==> config.mk <==
export PLATFORM = sky130hd
export DESIGN_NAME = mem_port_arbiter
export DESIGN_NICKNAME = d
export VERILOG_FILES = /design/src/rtl/mem_port_arbiter.sv
export SDC_FILE = /design/constraint.sdc
export NUM_CORES = 1
export LEC_CHECK = 0
export ABC_AREA = 1
export ABC_CLOCK_PERIOD_IN_PS = 2100
export CAP_MARGIN = 20
export CORE_AREA = 2 2 99 101
export CTS_BUF_LIST = sky130_fd_sc_hd__clkbuf_8
export CTS_CLUSTER_DIAMETER = 50
export DETAILED_ROUTE_END_ITERATION = 12
export DIE_AREA = 0 0 101 103
export HOLD_SLACK_MARGIN = 0.06
export SYNTH_ARGS = -nofsm -noshare
export SYNTH_HDL_FRONTEND = slang
export SYNTH_SLANG_ARGS = --single-unit
==> constraint.sdc <==
create_clock -name clk -period 2.1 [get_ports clk]
set_clock_uncertainty 0.15 [all_clocks]
set_input_delay 0.63 -clock clk [delete_from_list [all_inputs] [get_ports clk]]
set_output_delay 0.63 -clock clk [all_outputs]
set_load 0.03 [all_outputs]
==> src/rtl/mem_port_arbiter.sv <==
// Purpose : shares one single-ported SRAM between the instruction-fetch (IM) and data (DM) ports.
// Latency : grant is combinational with the request; read data returns one cycle after the grant.
// Backpressure: DM has fixed priority; IM is stalled (im_ready=0) and is forced through after STARVE_MAX denials.
//
// Ports:
//   clk, rst          - clock (posedge) and asynchronous active-low reset
//   im_req/im_addr    - fetch request, held until im_ready; im_rvalid/im_rdata carry the response
//   dm_req/dm_web/dm_addr/dm_wdata - load/store request (dm_web active-low, 4'hF = read), held until dm_ready
//   dm_rvalid/dm_rdata - load response (stores produce no rvalid)
//   sram_*            - macro interface; sram_do is valid the cycle after the sampling edge
module mem_port_arbiter #(
  parameter int AW         = 14,
  parameter int STARVE_MAX = 3
) (
  input  logic          clk,
  input  logic          rst,
  input  logic          im_req,
  input  logic [31:0]   im_addr,
  output logic          im_ready,
  output logic          im_rvalid,
  output logic [31:0]   im_rdata,
  input  logic          dm_req,
  input  logic [3:0]    dm_web,
  input  logic [31:0]   dm_addr,
  input  logic [31:0]   dm_wdata,
  output logic          dm_ready,
  output logic          dm_rvalid,
  output logic [31:0]   dm_rdata,
  output logic          sram_cs,
  output logic          sram_oe,
  output logic [3:0]    sram_web,
  output logic [AW-1:0] sram_a,
  output logic [31:0]   sram_di,
  input  logic [31:0]   sram_do
);

  localparam int CW = $clog2(STARVE_MAX + 1);

  typedef enum logic [1:0] {
    OWN_NONE = 2'd0,
    OWN_IM   = 2'd1,
    OWN_DM   = 2'd2
  } owner_e;

  owner_e        rsp_owner;
  logic [CW-1:0] starve_cnt;

  logic force_im;
  logic grant_im;
  logic grant_dm;
  logic dm_is_read;

  // Byte-offset and upper address bits are intentionally dropped.
  logic unused_addr_bits;
  assign unused_addr_bits = ^{im_addr[31:AW+2], im_addr[1:0],
                              dm_addr[31:AW+2], dm_addr[1:0]};

  assign dm_is_read = (dm_web == 4'hF);

  // Grants are qualified with rst so every handshake and SRAM output
  // drops to its idle value the moment reset asserts, not at the next edge.
  assign force_im = im_req & (starve_cnt == CW'(STARVE_MAX));
  assign grant_im = rst & im_req & (~dm_req | force_im);
  assign grant_dm = rst & dm_req & ~grant_im;

  assign im_ready = grant_im;
  assign dm_ready = grant_dm;

  always_comb begin
    sram_cs  = 1'b0;
    sram_oe  = 1'b0;
    sram_web = 4'hF;
    sram_a   = '0;
    sram_di  = '0;
    if (grant_im) begin
      sram_cs = 1'b1;
      sram_oe = 1'b1;
      sram_a  = im_addr[AW+1:2];
    end else if (grant_dm) begin
      sram_cs  = 1'b1;
      sram_oe  = dm_is_read;
      sram_web = dm_web;
      sram_a   = dm_addr[AW+1:2];
      sram_di  = dm_wdata;
    end
  end

  // The SRAM output is shared; consumers qualify it with their own rvalid.
  assign im_rdata  = sram_do;
  assign dm_rdata  = sram_do;
  assign im_rvalid = rst & (rsp_owner == OWN_IM);
  assign dm_rvalid = rst & (rsp_owner == OWN_DM);

  always_ff @(posedge clk or negedge rst) begin
    if (!rst) begin
      rsp_owner  <= OWN_NONE;
      starve_cnt <= '0;
    end else begin
      if (grant_im)
        rsp_owner <= OWN_IM;
      else if (grant_dm && dm_is_read)
        rsp_owner <= OWN_DM;
      else
        rsp_owner <= OWN_NONE;

      // Counts consecutive denied IM cycles; any IM win or a dropped request clears it.
      if (im_req && !grant_im) begin
        if (starve_cnt != CW'(STARVE_MAX))
          starve_cnt <= starve_cnt + CW'(1);
      end else begin
        starve_cnt <= '0;
      end
    end
  end

endmodule
---- Yosys cells after proc, flatten, opt, wreduce, memory -nomap -nowiden ----
Index checks and enable logic that the tools add are counted.
storage, ports and cells
  flip-flop bits (word level) ............. 4
  output and inout port bits .............. 120
  word-level logic and storage cells ...... 36
cells by class
  $add $sub $neg .......................... 1
  equal/unequal tests ..................... 6
  mux-type cells .......................... 14
  bitwise logic cells ..................... 10
  reductions and logical operators ........ 3
operators by type and width
  operator               count
  $mux W32               2
  $mux W14               2
  $mux W2                4
  $mux W4                2
  $and A1 B1 Y1          7
  $eq A2 B2 Y1 const B   2
  $eq A4 B4 Y1 const B   1
  $mux W1                4
  $add A2 B1 Y2 const B  1
  $eq A2 B1 Y1 const B   1
  $logic_and A1 B1 Y1    2
  $ne A2 B1 Y1 const B   1
  $ne A2 B2 Y1 const B   1
  $not A1 Y1             2
  $logic_not A1 Y1       1
  $or A1 B1 Y1           1

---- Depth between registers and ports, before layout ----
  word-level depth ........................ 9
  gate-level depth with buffers ........... 7

---- Worst setup path after synthesis ----
Ideal clock, no wire load.
  path kind ............................... in2out
  start point ............................. in dm_web[3]
  end point ............................... out sram_oe
  data arrival time ....................... 1.441 ns
  data required time ...................... 1.320 ns
  setup slack ............................. -0.121 ns
  cell stages on the path ................. 4
  buffers on the path ..................... 0
  cells stage by stage .................... nand2_1 -> inv_1 -> nand2_1 -> o21ai_0
on the way
  longest elaborated chain between the ends .. 3
ends and longest elaborated chain
  item          RTL line  RTL
  from (decl)   23        input logic [3:0] dm_web,
  $eq A4 B4 Y1  58        assign dm_is_read = (dm_web == 4'hF);
  $mux W1       79        end else if (grant_dm) begin
  $mux W1       75        if (grant_im) begin
  to (decl)     30        output logic sram_oe,
Every way passes these cells.

---- Worst setup path after layout ----
  start point ............................. reg starve_cnt[0]
  end point ............................... out sram_di[20]
on the way
  longest elaborated chain between the ends .. 8
ends and longest elaborated chain
  item                    RTL line  RTL
  from (decl)             46        logic [CW-1:0] starve_cnt;
  from (signal assigned)  109       starve_cnt <= starve_cnt + CW'(1);
  $eq A2 B2 Y1 *          62        assign force_im = im_req & (starve_cnt == CW'(STARVE_MAX));
  $and A1 B1 Y1 *         62
  $or A1 B1 Y1 *          63        assign grant_im = rst & im_req & (~dm_req | force_im);
  $and A1 B1 Y1 *         63
  $not A1 Y1              64        assign grant_dm = rst & dm_req & ~grant_im;
  $and A1 B1 Y1           64
  $mux W32                79
  $mux W32 *              75
  to (decl)               33        output logic [31:0] sram_di,
Every way passes the cells marked *; elsewhere a longest branch is shown, timed or not.

==> qor.yml <==
placed_cell_area_sq_um: 2520
ant_nets: 0
nets: 445
drt_iter0_drc: 13
diodes: 0
critical_path_required_ns: 1.32
p_per_area_nw_per_um2: 291
cts_hold_buf: 0
syn_area_sq_um: 1500
cts_sinks: 4
placed_cells: 407
vias: 1552
syn_nets: 354
routed_via_density: 3.70
htree_levels: 1
synthDistinctLibCells: 18
power_mw: 0.877
drive_gt1_share_pct: 56.2
place_hpwl_um: 3950
routedWlPerCell_um: 11.8
post-place-ws_ns: -0.670
fillCellCount: 972
yosys-top-cells-count: "buf_4, nand2_1, inv_1"
setup.worst_path.start: "starve_cnt[0]"
r2r-start: "starve_cnt[0]"
clk_pin_slew_ns: 0.03
tns_ns: -11.07
critPathCapture: "sram_di[20]"
cts.path.max_buffers: 2
timing.slew.headroom_pct: 87.3
slew_violations: 0
insertion_delay_ns: 0.22
core_area_sq_um: 9460
hold_class: "in -> async"
fin_hold_ws_ns: 0.211
setup_viol: 53
crit_type: "reg -> out"
drcViolationCount: 0
fin_util_pct: 31.9
die-area_sq_um: 10400
io_pins: 256
rr_endpoint: "starve_cnt[1]"
hold_violations: 0
synth.top_cell.area_share_pct: 33.5
timing.fmax_mhz: 426
synth-async-reset-ratio_pct: 100
fin_crit_sh_pct: 112
cap_viol_max_count: 0
synth_area_leaders: "buf_4, nor2_4, nand2_1, inv_1, dfrtp_1"
grt_pass1_wl_um: 7210
cts_tree: "yes"
initial_core_util_pct: 15.9
syn_inst: 217
root_buffer: "clkbuf_8"
globalplace.congestion: 0.686
synth_seq_cells: 4
endpoint_kind: "output pin"
cts_made_buffers: 3
fin_crit_ns: 2.35
syn_avg_cell_area_sq_um: 6.92
rsz0062_at_grt: "yes"
synth_most_common_cell: "buf_4"
grt_start_max_net_pins: 9
fin_area_sq_um: 3020
first_pass_iters: 4
place.port_buffers: 123
die_y_um: 103
area_growth_pct: 101
fin_cells: 420
grt_usage_pct: 8.75
ys_warn_count: 0
wirelength_um: 4940
status: "finished, violations left"
ys.flop_type: "dfrtp_1"
synth-edff-count: 0
layout_setup_ws_ns: -0.247
worst_slew_pin_slew_ns: 0.189
crit_path_start_kind: "register"
violations: "setup timing"
grt_antenna_before_repair: 0
yosysTopAreaCell: "buf_4"
power.leakage_nw: 1.46
ir_drop_mv: 0.160
die_w_um: 101
rows: 36
crit_fanout: 8
gr-total-overflow: 0
rrSetupSlack_ns: 0.66
grt_pass1_vias: 1518
r2r_cells: 7
synth.yosys.seq_area_share_pct: 6.67
cp_data_arrival_time_ns: 1.57
worst min path at each step:
stage          slack (ns)  cells past startpoint             to           from
2_1_floorplan        0.18                      0   rsp_owner[0]            rst
3_3_place_gp         0.46                      3  starve_cnt[1]  starve_cnt[1]
3_5_place_dp         0.49                      3  starve_cnt[1]  starve_cnt[1]
4_1_cts              0.22                      2  starve_cnt[0]            rst
5_1_grt              0.22                      2  starve_cnt[0]            rst
6_report             0.21                      2  starve_cnt[0]            rst
cell families after synthesis:
group	share of synthesized area, %
buffers and inverters	48.1
AND/OR/NAND/NOR	41.9
flip-flops	6.67
AO/OA/AOI/OAI	1.92
XOR/XNOR	0.583
adder cells (fa/ha/maj)	0.833
flip-flops by register name, indices dropped and copies added, names as in the netlist:
register,cells
starve_cnt,2
rsp_owner,2
repair_timing:
action / 4_1_cts / 5_1_grt
resized for setup: 105 / 13
pin swaps: 14 / 8
endpoints found under the setup margin: 56 / 55
gates cloned: 2 / 0
setup buffers: 4 / 4
where the power goes:
group	leakage (nW)	switching [mW]	internal [mW]
combinational	1.39	0.300	0.326
sequential	0.0534	0.00372	0.0841
clock	0.0216	0.0407	0.122
total	1.46	0.345	0.532
metal layers:
metal	global-route usage (%)	vias to the layer above	wire, um
li1	-	738	-
met1	8.60	668	1550
met2	16.9	106	2550
met3	1.42	40	567
met4	5.82	0	274
met5	0	-	0
worst max-delay path, cell delays in order (launching register included):
cell and delay (ns):
dfrtp_1 0.38, ha_2 0.20, inv_2 0.07, nand2_2 0.08, nand2_8 0.14, nand2_8 0.10
buf_12 0.17, nor2_4 0.08, buf_6 0.13
area by class of cell:
cell class | count | area, sq um | share of cell area (%)
multi-input cells | 102 | 882 | 29.2
repair buffers | 155 | 1680 | 55.6
clock buffers | 3 | 41.3 | 1.37
flip-flops and latches | 4 | 100 | 3.32
inverters | 42 | 173 | 5.72
well taps | 114 | 143 | 4.73
cell usage in the layout, fill, tap and decap left out, drive strengths merged:
master         instances
nor2                  37
dfrtp                  4
nand2                 46
inv                   41
clkinv                 1
a21boi                 1
nand3                 14
clkdlybuf4s50         60
a21oi                  1
xor2                   1
buf                   90
clkbuf                 4
ha                     1
o21ai                  1
dlygate4sd2            4
No activity file was read; power rests on OpenSTA's default activity.
